### src/rtl/md_pkg.sv
// Shared definitions for the multiply/divide controller.
//   md_op_e    : E-stage request codes decoded by md_ctrl
//   dp_op_e    : operation codes driven to the shared mul/div datapath
//   md_state_e : controller FSM state encoding
package md_pkg;

    typedef enum logic [3:0] {
        MD_NONE  = 4'd0,
        MD_MULT  = 4'd1,
        MD_MULTU = 4'd2,
        MD_DIV   = 4'd3,
        MD_DIVU  = 4'd4,
        MD_MTHI  = 4'd5,
        MD_MTLO  = 4'd6,
        MD_MFHI  = 4'd7,
        MD_MFLO  = 4'd8
    } md_op_e;

    typedef enum logic [1:0] {
        DP_IDLE = 2'b00,
        DP_MUL  = 2'b01,
        DP_DIV  = 2'b10
    } dp_op_e;

    typedef enum logic {
        ST_IDLE = 1'b0,
        ST_BUSY = 1'b1
    } md_state_e;

    // True for the four codes that need the datapath (MULT..DIVU).
    function automatic logic is_muldiv(input logic [3:0] op);
        return (op >= MD_MULT) && (op <= MD_DIVU);
    endfunction

endpackage

### src/rtl/md_if.sv
// Valid/ready link between md_ctrl (master) and the shared mul/div datapath (slave).
//   md_in_*  : operands, op code and sign, with the request handshake
//   md_out_* : result handshake; res0 is LO-bound, res1 is HI-bound
interface md_if #(
    parameter int WIDTH = 32
);
    logic [WIDTH-1:0] md_in_src0;
    logic [WIDTH-1:0] md_in_src1;
    logic [1:0]       md_in_op;
    logic             md_in_sign;
    logic             md_in_valid;
    logic             md_in_ready;
    logic             md_out_valid;
    logic             md_out_ready;
    logic [WIDTH-1:0] md_out_res0;
    logic [WIDTH-1:0] md_out_res1;

    modport master (
        output md_in_src0, md_in_src1, md_in_op, md_in_sign, md_in_valid, md_out_ready,
        input  md_in_ready, md_out_valid, md_out_res0, md_out_res1
    );

    modport slave (
        input  md_in_src0, md_in_src1, md_in_op, md_in_sign, md_in_valid, md_out_ready,
        output md_in_ready, md_out_valid, md_out_res0, md_out_res1
    );
endinterface

### src/rtl/md_hilo_regfile.sv
// Architectural HI/LO registers.
//   clk, reset        : clock, synchronous active-high reset (clears HI/LO)
//   res_we            : write datapath result (res_hi -> HI, res_lo -> LO)
//   mthi_we, mtlo_we  : write mt_data into HI or LO
//   hi, lo            : current register values
// A datapath result and an mt write never coincide (mt ops stall while the
// datapath is busy), so the result write simply takes priority.
module md_hilo_regfile #(
    parameter int WIDTH = 32
) (
    input  logic             clk,
    input  logic             reset,
    input  logic             res_we,
    input  logic [WIDTH-1:0] res_hi,
    input  logic [WIDTH-1:0] res_lo,
    input  logic             mthi_we,
    input  logic             mtlo_we,
    input  logic [WIDTH-1:0] mt_data,
    output logic [WIDTH-1:0] hi,
    output logic [WIDTH-1:0] lo
);

    always_ff @(posedge clk) begin
        if (reset) begin
            hi <= '0;
            lo <= '0;
        end else if (res_we) begin
            hi <= res_hi;
            lo <= res_lo;
        end else begin
            if (mthi_we) hi <= mt_data;
            if (mtlo_we) lo <= mt_data;
        end
    end

endmodule

### src/rtl/md_ctrl.sv
// E-stage multiply/divide controller: decodes md requests, runs the datapath
// handshake, owns HI/LO, stalls F/D/E while the datapath is busy and counts
// busy cycles.
//   clk, reset            : clock, synchronous active-high reset
//   e_md_op, e_valid      : E-stage request code and instruction-valid
//   flush                 : cancels the E-stage instruction this cycle
//   e_rs, e_rt            : source operands
//   md_stall              : freeze F/D/E
//   hi_out, lo_out        : architectural HI/LO
//   dp                    : datapath link (md_if master)
//   perf_busy_cycles      : cycles spent in BUSY (0 when PERF_EN=0)
//
// state   | meaning
// --------+-----------------------------------------------------------
// ST_IDLE | datapath free; mul/div may issue, mthi/mtlo write directly
// ST_BUSY | operation accepted; waiting for md_out_valid, md ops stall
module md_ctrl
    import md_pkg::*;
#(
    parameter int WIDTH   = 32,
    parameter bit PERF_EN = 1'b1
) (
    input  logic             clk,
    input  logic             reset,
    input  logic [3:0]       e_md_op,
    input  logic             e_valid,
    input  logic             flush,
    input  logic [WIDTH-1:0] e_rs,
    input  logic [WIDTH-1:0] e_rt,
    output logic             md_stall,
    output logic [WIDTH-1:0] hi_out,
    output logic [WIDTH-1:0] lo_out,
    md_if.master             dp,
    output logic [31:0]      perf_busy_cycles
);

    md_state_e state;
    logic      busy;
    logic      issue;
    logic      md_req;
    logic      mt_ok;

    assign busy   = (state == ST_BUSY);
    assign md_req = e_valid && (e_md_op != MD_NONE);
    assign issue  = e_valid && !flush && is_muldiv(e_md_op);
    // mt writes only land while IDLE; in BUSY they are held off by the stall.
    assign mt_ok  = e_valid && !flush && !busy;

    assign dp.md_in_src0  = e_rs;
    assign dp.md_in_src1  = e_rt;
    assign dp.md_in_sign  = (e_md_op == MD_MULT) || (e_md_op == MD_DIV);
    assign dp.md_in_valid = !busy && issue && dp.md_in_ready;
    assign dp.md_out_ready = busy;

    always_comb begin
        dp.md_in_op = DP_IDLE;
        case (e_md_op)
            MD_MULT, MD_MULTU: dp.md_in_op = DP_MUL;
            MD_DIV,  MD_DIVU:  dp.md_in_op = DP_DIV;
            default:           dp.md_in_op = DP_IDLE;
        endcase
    end

    // In IDLE the only stall is a request the datapath cannot take; in BUSY
    // every md op waits, including the completion cycle, so mf reads never
    // see stale HI/LO. flush deliberately does not enter the BUSY term.
    assign md_stall = busy ? md_req : (issue && !dp.md_in_ready);

    always_ff @(posedge clk) begin
        if (reset) begin
            state <= ST_IDLE;
        end else begin
            case (state)
                ST_IDLE: if (dp.md_in_valid) state <= ST_BUSY;
                ST_BUSY: if (dp.md_out_valid) state <= ST_IDLE;
                default: state <= ST_IDLE;
            endcase
        end
    end

    md_hilo_regfile #(.WIDTH(WIDTH)) u_hilo (
        .clk     (clk),
        .reset   (reset),
        .res_we  (busy && dp.md_out_valid),
        .res_hi  (dp.md_out_res1),
        .res_lo  (dp.md_out_res0),
        .mthi_we (mt_ok && (e_md_op == MD_MTHI)),
        .mtlo_we (mt_ok && (e_md_op == MD_MTLO)),
        .mt_data (e_rs),
        .hi      (hi_out),
        .lo      (lo_out)
    );

    generate
        if (PERF_EN) begin : g_perf
            logic [31:0] busy_cnt;
            always_ff @(posedge clk) begin
                if (reset)     busy_cnt <= '0;
                else if (busy) busy_cnt <= busy_cnt + 32'd1;
            end
            assign perf_busy_cycles = busy_cnt;
        end else begin : g_no_perf
            assign perf_busy_cycles = '0;
        end
    endgenerate

endmodule

### src/flat_wrapper.sv
// flat-port wrapper written by rule: the top's interface ports become plain ports
module md_ctrl_flat import md_pkg::*;
#(
    parameter int WIDTH   = 32,
    parameter bit PERF_EN = 1'b1
)
  (clk, reset, e_md_op, e_valid, flush, e_rs, e_rt, md_stall, hi_out, lo_out, perf_busy_cycles, dp_md_in_src0, dp_md_in_src1, dp_md_in_op, dp_md_in_sign, dp_md_in_valid, dp_md_out_ready, dp_md_in_ready, dp_md_out_valid, dp_md_out_res0, dp_md_out_res1);
  md_if #(.WIDTH(WIDTH)) dp_i ();
  input  logic clk;
  input  logic reset;
  input  logic [3:0] e_md_op;
  input  logic e_valid;
  input  logic flush;
  input  logic [WIDTH-1:0] e_rs;
  input  logic [WIDTH-1:0] e_rt;
  output logic md_stall;
  output logic [WIDTH-1:0] hi_out;
  output logic [WIDTH-1:0] lo_out;
  output logic [31:0] perf_busy_cycles;
  output wire logic [$bits(dp_i.md_in_src0)-1:0] dp_md_in_src0;
  output wire logic [$bits(dp_i.md_in_src1)-1:0] dp_md_in_src1;
  output wire logic [$bits(dp_i.md_in_op)-1:0] dp_md_in_op;
  output wire logic [$bits(dp_i.md_in_sign)-1:0] dp_md_in_sign;
  output wire logic [$bits(dp_i.md_in_valid)-1:0] dp_md_in_valid;
  output wire logic [$bits(dp_i.md_out_ready)-1:0] dp_md_out_ready;
  input wire logic [$bits(dp_i.md_in_ready)-1:0] dp_md_in_ready;
  input wire logic [$bits(dp_i.md_out_valid)-1:0] dp_md_out_valid;
  input wire logic [$bits(dp_i.md_out_res0)-1:0] dp_md_out_res0;
  input wire logic [$bits(dp_i.md_out_res1)-1:0] dp_md_out_res1;
  assign dp_md_in_src0 = dp_i.md_in_src0;
  assign dp_md_in_src1 = dp_i.md_in_src1;
  assign dp_md_in_op = dp_i.md_in_op;
  assign dp_md_in_sign = dp_i.md_in_sign;
  assign dp_md_in_valid = dp_i.md_in_valid;
  assign dp_md_out_ready = dp_i.md_out_ready;
  assign dp_i.md_in_ready = dp_md_in_ready;
  assign dp_i.md_out_valid = dp_md_out_valid;
  assign dp_i.md_out_res0 = dp_md_out_res0;
  assign dp_i.md_out_res1 = dp_md_out_res1;
  md_ctrl #(.WIDTH(WIDTH), .PERF_EN(PERF_EN)) u_core (.clk(clk), .reset(reset), .e_md_op(e_md_op), .e_valid(e_valid), .flush(flush), .e_rs(e_rs), .e_rt(e_rt), .md_stall(md_stall), .hi_out(hi_out), .lo_out(lo_out), .dp(dp_i), .perf_busy_cycles(perf_busy_cycles));
endmodule
### config.mk
export PLATFORM = sky130hd
export DESIGN_NAME = md_ctrl_flat
export DESIGN_NICKNAME = d
export VERILOG_FILES = /design/src/rtl/md_pkg.sv /design/src/rtl/md_if.sv /design/src/rtl/md_hilo_regfile.sv /design/src/rtl/md_ctrl.sv /design/src/flat_wrapper.sv
export SDC_FILE = /design/constraint.sdc
export NUM_CORES = 1
export LEC_CHECK = 0
export ABC_AREA = 1
export BUFFER_PORTS_ARGS = -buffer_cell sky130_fd_sc_hd__clkbuf_2
export CORE_MARGIN = 4
export CORE_UTILIZATION = 45
export DETAILED_ROUTE_END_ITERATION = 12
export PLACE_DENSITY_LB_ADDON = 0.15
export SKIP_LAST_GASP = 1
export SLEW_MARGIN = 30
export SYNTH_ARGS = -nofsm -noshare
export SYNTH_HDL_FRONTEND = slang
export SYNTH_SLANG_ARGS = --single-unit
export TNS_END_PERCENT = 1
### constraint.sdc
create_clock -name clk -period 1.7 [get_ports clk]
set_input_delay 0.17 -clock clk [delete_from_list [all_inputs] [get_ports clk]]
set_output_delay 0.17 -clock clk [all_outputs]
set_load 0.02 [all_outputs]
==> results.yml, run 1 <==
place:
  dpl_cells: 1133
  buffer_ports.inserted: 239
  gp_routability_congestion: 0.952
  dp.final_hpwl_um: 13100
yosys:
  postSynth.asyncResetShare_pct: 0
  synth_top_cells_by_count: "nand2_1 (206), nand3_1 (151), nor2_1 (144)"
  mappedNetlistArea_sq_mm: 0.00540
  yosysWarnings: 0
  synth.distinct_cells: 26
  post-synth-top-area-cell: "dfxtp_1"
  synth.top_cell.area_share_pct: 36.0
  synth.most_common_cell: "nand2_1"
  synth_area_per_cell_sq_um: 6.45
  synthCells: 837
  synth_edf_count: 0
  postSynth.topFlopCell: "dfxtp_1"
  synth_seq_area_share_pct: 36.0
  synth-seq-cells: 97
  synth.top_cells.by_area: "dfxtp_1 (36%), nand2_1 (14%), nand3_1 (14%)"
  synth_fp_nets: 976
clock_network:
  clock_tree.htree_level_count: 3
  cts_root_buf: "clkbuf_16"
  clk_lat_worst_skew_ns: 0.34
  clk_transition_reported_paths_ns: 0.06
  clk_path_buf_depth: 2
  clkSinkCount: 97
  tritoncts: "yes"
  cts-buffers-inserted: 9
pwr:
  leakage_uw: 0.00309
  ir_drop_v: 0.000526
  post-layout-total-power_uw: 4810
  power.density_cell_area_mw_per_mm2: 726
floorplan:
  design.die.area_sq_mm: 0.0138
  placement_rows: 39
  die-height_um: 118
  start_util_pct: 46.7
  dieWidth_um: 118
  placeable_core_region_sq_mm: 0.0116
  top_level_pins: 304
finish:
  drive_above_1_share_pct: 29.8
  antenna_cells_inserted: 0
  signed_area_change_from_the_synthesized_netlist_to_the_final_layout_pct: 22.8
  layoutNonFillerInstCount: 1150
  utilization_pct: 57.4
  layout.nets: 1141
status:
  outcome: "finished, final reports clean"
worst_setup_path:
  setup.worst_path.class: "register to output port"
  reg_to_reg_critical_path_endpoint: "u_core.perf_busy_cycles[30]"
  crit_path_cell_trace: "nor3_4 -> inv_1 -> nor2_1 -> nand2_1 -> o32ai_4 -> buf_6"
  critical_path.startpoint_type: "register"
  critPathCaptureType: "output port"
  path_buf_inv: 2
  timing.critical_path.slowest_cell_delay_ns: 0.38
  reg2reg_depth: 8
  critPathMaxFanout: 10
  arrival_time_of_the_worst_setup_path_ns: 1.47
  timing.critical_path.slowest_stage_cell: "dfxtp_4"
  register_to_register_path_setup_slack_ns: 0.15
  kind_of_cell_adding_the_most_delay_to_the_critical_path: "simple AND/OR/NAND/NOR gates"
  critPathRequiredTime_ns: 1.53
  launch_point_of_the_worst_reg_to_reg_path: "u_core.perf_busy_cycles[0]"
route:
  number_of_remaining_drc_errors: 0
  total_via_count_after_detailed_routing: 5865
  avgViaCountPerCell: 5.10
  first_pass_iters: 5
  routed_wirelength_um: 17000
  wl_per_cell_um: 14.8
  detail-route-antenna-nets: 0
  first_iter_violations: 387
global_route:
  grt_first_pass_wirelength_um: 27200
  grt_antenna_before_repair: 0
  global_route.usage.total_pct: 23.6
  largest_net_degree_at_the_start_of_global_routing: 42
  number_of_global_route_vias_before_repair: 5287
  grt.overflow.total: 0
timing:
  max_freq_mhz: 609
  worst_clock_skew_ns: 0.00538
  setup_repair_after_global_routing_missed_its_margin: "true"
  slew_viol_final: 0
  post-route-min-period_ns: 1.64
  holdWs_ns: 0.169
  finalSetupViolCount: 0
  report.final.hold_viol_count: 0
  min_period_over_period_pct: 96.6
  slew_margin_rel_pct: 70.6
  worst_slew_pin_slew_ns: 0.441
worst_hold_path:
  hp-class: "primary input to register"
  whs_endpoint: "u_core.u_hilo.hi[2]"
  hold_path.startpoint: "dp_md_out_res1[2]"
  min_path_cells: 5
run:
  drv_cap: 0
-- where the power goes --
| part | total (uW) | leakage, uW | internal (uW) | switching (uW) |
|---|---|---|---|---|
| clock network | 1890 | 0.000139 | 1070 | 829 |
| logic | 599 | 0.00217 | 222 | 377 |
| registers | 2320 | 0.000783 | 2300 | 17.4 |
-- cell type report --
class	count	area, sq um
well taps	143	179
inverters	36	135
clock inverters	3	15.0
flip-flops and latches	97	1950
repair buffers	263	1450
clock buffers	13	260
fillers	1206	4930
multi-input cells	595	2650
-- cell families after synthesis --
logic type	synth area share, %
and+or+nand+nor	42.6
DFF	36.0
AOI/OAI and AO/OA	5.10
buffers and inverters	15.5
adders and majority gates	0.232
xor gates and xnor gates	0.649
-- tightest hold or removal path: cells and delay by family --
kind / cells / cell delay (ns)
buf+inv: 1 / 0.08
simple gates: 4 / 0.22
-- flip-flops by register name, summed over array words and instances, names as in the netlist --
name and count:
u_core.perf_busy_cycles 32, u_core.u_hilo.hi 32, u_core.u_hilo.lo 32, u_core.dp.md_out_ready 1
-- worst max-delay path by stage --
stage / end / start / cells past startpoint / slack [ns]
5_1_grt: md_stall / u_core.dp.md_out_ready / 6 / -0.07
6_report: md_stall / u_core.dp.md_out_ready / 6 / 0.06
4_1_cts: md_stall / u_core.dp.md_out_ready / 6 / 0.008
3_3_place_gp: u_core.perf_busy_cycles[24] / u_core.perf_busy_cycles[0] / 8 / 0.17
2_1_floorplan: u_core.perf_busy_cycles[18] / u_core.perf_busy_cycles[0] / 8 / 0.17
3_5_place_dp: u_core.perf_busy_cycles[24] / u_core.perf_busy_cycles[0] / 8 / 0.17
-- what timing repair did --
action                     CTS  global route
setup buffers                1             0
hold buffers                 0             0
pin swaps                    1             0
resized for setup            4             4
setup endpoints to repair    2             6
-- routing by layer --
layer  GRT usage (%)  share of wire, %  vias up
li1                -                 -     2967
met1            30.0                42     2644
met2            39.7                49      218
met3            5.62               6.6       36
met4            7.62               2.1        0
met5               0                 0        -
-- layout by cell type, fill, tap and decap left out, drive strengths merged --
cell type	netlist	final
nor3	10	10
inv	36	36
nand4	9	9
dfxtp	97	97
o32ai	1	1
a31oi	1	1
nor2	152	152
ha	1	1
o21ai	5	5
and2	1	1
nand2	209	209
or2	2	2
buf	92	25
a21oi	47	47
xnor2	3	3
clkbuf	17	251
clkinv	0	3
xor2	1	1
nand3	153	153
-- through the flow --
stage / instance area [sq um] / setup TNS, ns / setup slack [ns]
2_1_floorplan: 5400 / 0 / 0.174
3_3_place_gp: 6310 / 0 / 0.173
3_5_place_dp: 6310 / 0 / 0.171
4_1_cts: 6620 / 0 / 0.00847
5_1_grt: 6630 / -0.179 / -0.0731
6_report: 6630 / 0 / 0.0572
Note: power is estimated with default switching activity, not from simulation.
==> inputs of run 2 (changes only) <==
CORE_ASPECT_RATIO = 0.8   (was not set)
==> results.yml, run 2 (synthesized netlist as in run 1, its figures left out) <==
status:
  outcome: "finished, violations left"
  violated_checks: "negative setup slack"
place:
  dp.final_hpwl_um: 12800
  detailed_place.area_sq_mm: 0.00630
  buffer_ports.inserted: 239
  detailedPlace.worstSlack_ns: 0.187
  gp_routability_congestion: 0.894
pwr:
  clock_power_share_pct: 40.3
  power_frac_comb_pct: 12.0
  switching_power_uw: 1260
  ir_drop_v: 0.000467
  cellInternalPower_uw: 3600
  power.density_cell_area_mw_per_mm2: 733
  leakage_uw: 0.00309
  power_frac_seq_pct: 47.7
  netSwitchingFraction_pct: 26.0
finish:
  fillerInstances: 1209
  most-common-layout-cells: "clkbuf_2 (238), nand2_1 (205), nand3_1 (150), nor2_1 (143), dfxtp_1 (96)"
  layout.nets: 1142
  drive_above_1_share_pct: 30.2
  finish.instance_area_sq_mm: 0.00663
  signed_area_change_from_the_synthesized_netlist_to_the_final_layout_pct: 22.7
  mostFrequentLayoutCell: "clkbuf_2"
  antenna_cells_inserted: 0
global_route:
  groute.layer.met2.usage_pct: 39.5
  global_route.usage.total_pct: 23.2
  number_of_global_route_vias_before_repair: 5184
  grt.overflow.total: 0
  grt_first_pass_wirelength_um: 26000
  largest_net_degree_at_the_start_of_global_routing: 47
  grt_use_met1_pct: 30.0
  grt_util_met3_pct: 5.52
  grt_antenna_before_repair: 0
  grt_busiest_layer: "met2"
route:
  total_via_count_after_detailed_routing: 5897
  avgViaCountPerCell: 5.10
  routed_wirelength_um: 16800
  first_iter_violations: 444
  wl_per_cell_um: 14.6
  first_pass_iters: 5
  detail-route-antenna-nets: 0
  number_of_remaining_drc_errors: 0
run:
  drv_cap: 0
worst_setup_path:
  critPathRequiredTime_ns: 1.53
  timing.critical_path.slowest_cell_delay_ns: 0.37
  critPathCaptureType: "output port"
  kind_of_cell_adding_the_most_delay_to_the_critical_path: "simple AND/OR/NAND/NOR gates"
  critical_path.startpoint_type: "register"
  timing.critical_path.slowest_stage_cell: "dfxtp_4"
  critPathMaxFanout: 4
  path_buf_inv: 2
  setup.worst_path.class: "register to output port"
  crit_path_cell_trace: "nor3_4 -> inv_1 -> nor2_1 -> nand2_1 -> o32ai_2 -> buf_4"
  arrival_time_of_the_worst_setup_path_ns: 1.55
timing:
  setup_repair_after_global_routing_missed_its_margin: "true"
  max_freq_mhz: 580
  post-route-min-period_ns: 1.72
  finalSetupViolCount: 1
  worst_clock_skew_ns: 0.00379
  holdWs_ns: 0.157
  slew_viol_final: 0
  worst_slew_pin_slew_ns: 0.487
  timing.final.ws_setup_ns: -0.0237
  fin_setup_tns_ns: -0.0237
  slew_margin_rel_pct: 67.5
  min_period_over_period_pct: 101
  report.final.hold_viol_count: 0
clock_network:
  clock_tree.htree_level_count: 3
  cts_root_buf: "clkbuf_16"
  clk_transition_reported_paths_ns: 0.07
  tritoncts: "yes"
  clk_lat_worst_skew_ns: 0.34
  clk_path_buf_depth: 2
  cts-buffers-inserted: 9
  clkSinkCount: 97
floorplan:
  top_level_pins: 304
  placement_rows: 35
  dieWidth_um: 130
  die-height_um: 106
  start_util_pct: 46.5
  design.die.area_sq_mm: 0.0138
  placeable_core_region_sq_mm: 0.0116
worst_hold_path:
  hp-class: "primary input to register"
[run 2: final timing paths]
kind	from	end	slack [ns]	cells past startpoint
hold / removal	dp_md_in_ready	u_core.dp.md_out_ready	0.16	3
setup reg to reg	u_core.dp.md_out_ready	u_core.u_hilo.lo[13]	0.18	6
setup / recovery	u_core.dp.md_out_ready	md_stall	-0.02	6
hold reg to reg	u_core.u_hilo.hi[17]	u_core.u_hilo.hi[17]	0.48	2
[run 2: worst reg2reg max path: stages, from the launching register on]
cell and delay, ns:
dfxtp_4 0.38, buf_4 0.16, buf_4 0.42, nand3_1 0.15, nand2_1 0.12, nand2_1 0.06, a21oi_1 0.15
[run 2: stage by stage]
stage	power, uW	std cells	utilization, %
after floorplan	2840	837	-
after global placement	2950	1139	54.3
after detailed placement	2950	1139	54.3
after CTS	4930	1156	57.0
after global routing	5070	1156	57.1
final	4860	1156	57.1
[run 2: what timing repair did]
| action | in CTS | in global routing |
|---|---|---|
| hold buffers | 0 | 0 |
| pin swaps | 1 | 0 |
| endpoints found under the setup margin | 2 | 5 |
| setup buffers | 1 | 0 |
| endpoints found under the hold margin | 0 | 0 |
| resized for setup | 4 | 3 |
[run 2: area by class of cell]
class / count / area (sq um) / share of cell area [%]
Clock buffer: 11 / 253 / 3.81
Tap cell: 148 / 185 / 2.79
Timing Repair Buffer: 264 / 1420 / 21.5
Multi-Input combinational cell: 595 / 2650 / 39.9
Sequential cell: 97 / 1950 / 29.4
Clock inverter: 5 / 38.8 / 0.585
Inverter: 36 / 135 / 2.04
[run 2: routing by layer]
metal  up-vias  part of all wire [%]
met1      2650                    42
met5         -                     0
met2       249                    48
li1       2967                     -
met4         0                   1.1
met3        31                   8.5
[run 2: power by group through the flow]
stage / Clock [uW] / Combinational [uW] / Sequential (uW)
floorplan: 0 / 435 / 2410
global placement: 0 / 582 / 2370
detailed placement: 0 / 581 / 2370
CTS: 2020 / 588 / 2320
global route: 2110 / 642 / 2320
finish: 1960 / 585 / 2320
==> inputs of run 3 (changes only) <==
SKIP_LAST_GASP = not set   (was 1)
==> results.yml, run 3 (synthesized netlist as in run 1, its figures left out) <==
clock_network:
  cts-buffers-inserted: 9
  clkSinkCount: 97
  clk_transition_reported_paths_ns: 0.06
  clk_path_buf_depth: 2
  clk_lat_worst_skew_ns: 0.34
  clock_tree.htree_level_count: 3
  tritoncts: "yes"
  cts_root_buf: "clkbuf_16"
run:
  drv_cap: 0
pwr:
  switching_power_uw: 1260
  power_frac_comb_pct: 12.1
  cellInternalPower_uw: 3600
  power.density_cell_area_mw_per_mm2: 733
  clock_power_share_pct: 40.2
  netSwitchingFraction_pct: 26.0
  ir_drop_v: 0.000463
  leakage_uw: 0.00309
  power_frac_seq_pct: 47.7
worst_hold_path:
  hold_path.startpoint: "dp_md_in_ready"
  hp-class: "primary input to register"
  whs_endpoint: "u_core.dp.md_out_ready"
  min_path_cells: 3
place:
  buffer_ports.inserted: 239
  detailedPlace.worstSlack_ns: 0.187
  dpl_cells: 1139
  gp_routability_congestion: 0.894
  dp.final_hpwl_um: 12800
worst_setup_path:
  worst_setup_path_startpoint: "u_core.dp.md_out_ready"
  timing.critical_path.slowest_stage_cell: "dfxtp_4"
  launch_point_of_the_worst_reg_to_reg_path: "u_core.dp.md_out_ready"
  critical_path.startpoint_type: "register"
  timing.critical_path.slowest_cell_delay_ns: 0.37
  setup.worst_path.class: "register to output port"
  critPathCaptureType: "output port"
  arrival_time_of_the_worst_setup_path_ns: 1.52
  reg_to_reg_critical_path_endpoint: "u_core.u_hilo.lo[13]"
  reg2reg_depth: 6
  crit_path_cell_trace: "nor3_4 -> inv_1 -> nor2_2 -> nand2_1 -> o32ai_2 -> buf_4"
  critPathMaxFanout: 4
  register_to_register_path_setup_slack_ns: 0.19
  critPathRequiredTime_ns: 1.53
floorplan:
  placement_rows: 35
  die-height_um: 106
  dieWidth_um: 130
  placeable_core_region_sq_mm: 0.0116
  top_level_pins: 304
  design.die.area_sq_mm: 0.0138
  start_util_pct: 46.5
finish:
  signed_area_change_from_the_synthesized_netlist_to_the_final_layout_pct: 22.8
  antenna_cells_inserted: 0
  layoutNonFillerInstCount: 1156
  most-common-layout-cells: "clkbuf_2 (237), nand2_1 (205), nand3_1 (150), nor2_1 (142), dfxtp_1 (96)"
  layout.nets: 1142
  drive_above_1_share_pct: 30.3
  multi_input_comb_area_sq_mm: 0.00265
  utilization_pct: 57.2
  fillerInstances: 1211
  mostFrequentLayoutCell: "clkbuf_2"
  regArea_sq_mm: 0.00195
timing:
  post-route-min-period_ns: 1.69
  timing.final.ws_setup_ns: 0.0146
  slew_viol_final: 0
  min_period_over_period_pct: 99.1
  finalSetupViolCount: 0
  worst_clock_skew_ns: 0.00385
  slew_margin_rel_pct: 67.7
  setup_repair_after_global_routing_missed_its_margin: "true"
  max_freq_mhz: 593
  worst_slew_pin_slew_ns: 0.484
  report.final.hold_viol_count: 0
route:
  number_of_remaining_drc_errors: 0
  wl_per_cell_um: 14.6
  total_via_count_after_detailed_routing: 5895
  first_iter_violations: 450
  detail-route-antenna-nets: 0
  avgViaCountPerCell: 5.10
  routed_wirelength_um: 16900
  first_pass_iters: 5
global_route:
  number_of_global_route_vias_before_repair: 5184
  largest_net_degree_at_the_start_of_global_routing: 47
  grt.overflow.total: 0
  grt_first_pass_wirelength_um: 26000
  grt_antenna_before_repair: 0
  global_route.usage.total_pct: 23.2
  groute.layer.met2.usage_pct: 39.5
  grt_use_met1_pct: 30.0
  grt_util_met3_pct: 5.52
  grt_busiest_layer: "met2"
status:
  outcome: "finished, final reports clean"
==> run 3: cell type report <==
cell class              instances  area share (%)
multi-input cells             595            39.9
flip-flops and latches         97            29.3
repair buffers                264            21.5
clock buffers                  11            3.81
well taps                     148            2.79
inverters                      36            2.04
clock inverters                 5           0.585
==> run 3: how the worst max path moves through the flow <==
| stage | slack [ns] | cells after the start | end |
|---|---|---|---|
| CTS | -0.02 | 6 | dp_md_in_valid |
| floorplan | 0.17 | 8 | u_core.perf_busy_cycles[18] |
| detailed placement | 0.19 | 8 | u_core.perf_busy_cycles[24] |
| finish | 0.01 | 6 | md_stall |
| global placement | 0.21 | 8 | u_core.perf_busy_cycles[24] |
| global route | -0.04 | 6 | md_stall |
==> run 3: repair_timing <==
item,CTS,global route
endpoints found under the setup margin,2,5
setup buffers,1,0
gates resized for setup,4,6
hold buffers,0,0
pin swaps,1,0
==> run 3: power by group through the flow <==
stage	Clock [uW]	Sequential [uW]	Combinational, uW
4_1_cts	2020	2320	588
5_1_grt	2110	2320	643
2_1_floorplan	0	2410	435
3_3_place_gp	0	2370	582
6_report	1960	2320	587
3_5_place_dp	0	2370	581
==> run 3: metal layers <==
layer / share of wire, % / wire (um) / vias up
li1: - / - / 2967
met2: 49 / 8220 / 251
met4: 1.0 / 175 / 0
met3: 8.8 / 1490 / 29
met5: 0 / 0 / -
met1: 41 / 6990 / 2648
==> run 3: worst max-delay path, delay by kind of cell (launching register included) <==
| family | cells | cell delay [ns] |
|---|---|---|
| simple gates | 3 | 0.41 |
| flops | 1 | 0.37 |
| buf+inv | 2 | 0.28 |
| compound gates | 1 | 0.12 |
==> run 3: metrics by stage <==
| stage | instance area [sq um] | setup TNS (ns) | power, uW | hold WS, ns |
|---|---|---|---|---|
| floorplan | 5400 | 0 | 2840 | 0.354 |
| global placement | 6300 | 0 | 2950 | 0.340 |
| detailed placement | 6300 | 0 | 2950 | 0.340 |
| CTS | 6620 | -0.0178 | 4930 | 0.150 |
| global route | 6630 | -0.0435 | 5070 | 0.141 |
| finish | 6630 | 0 | 4860 | 0.152 |
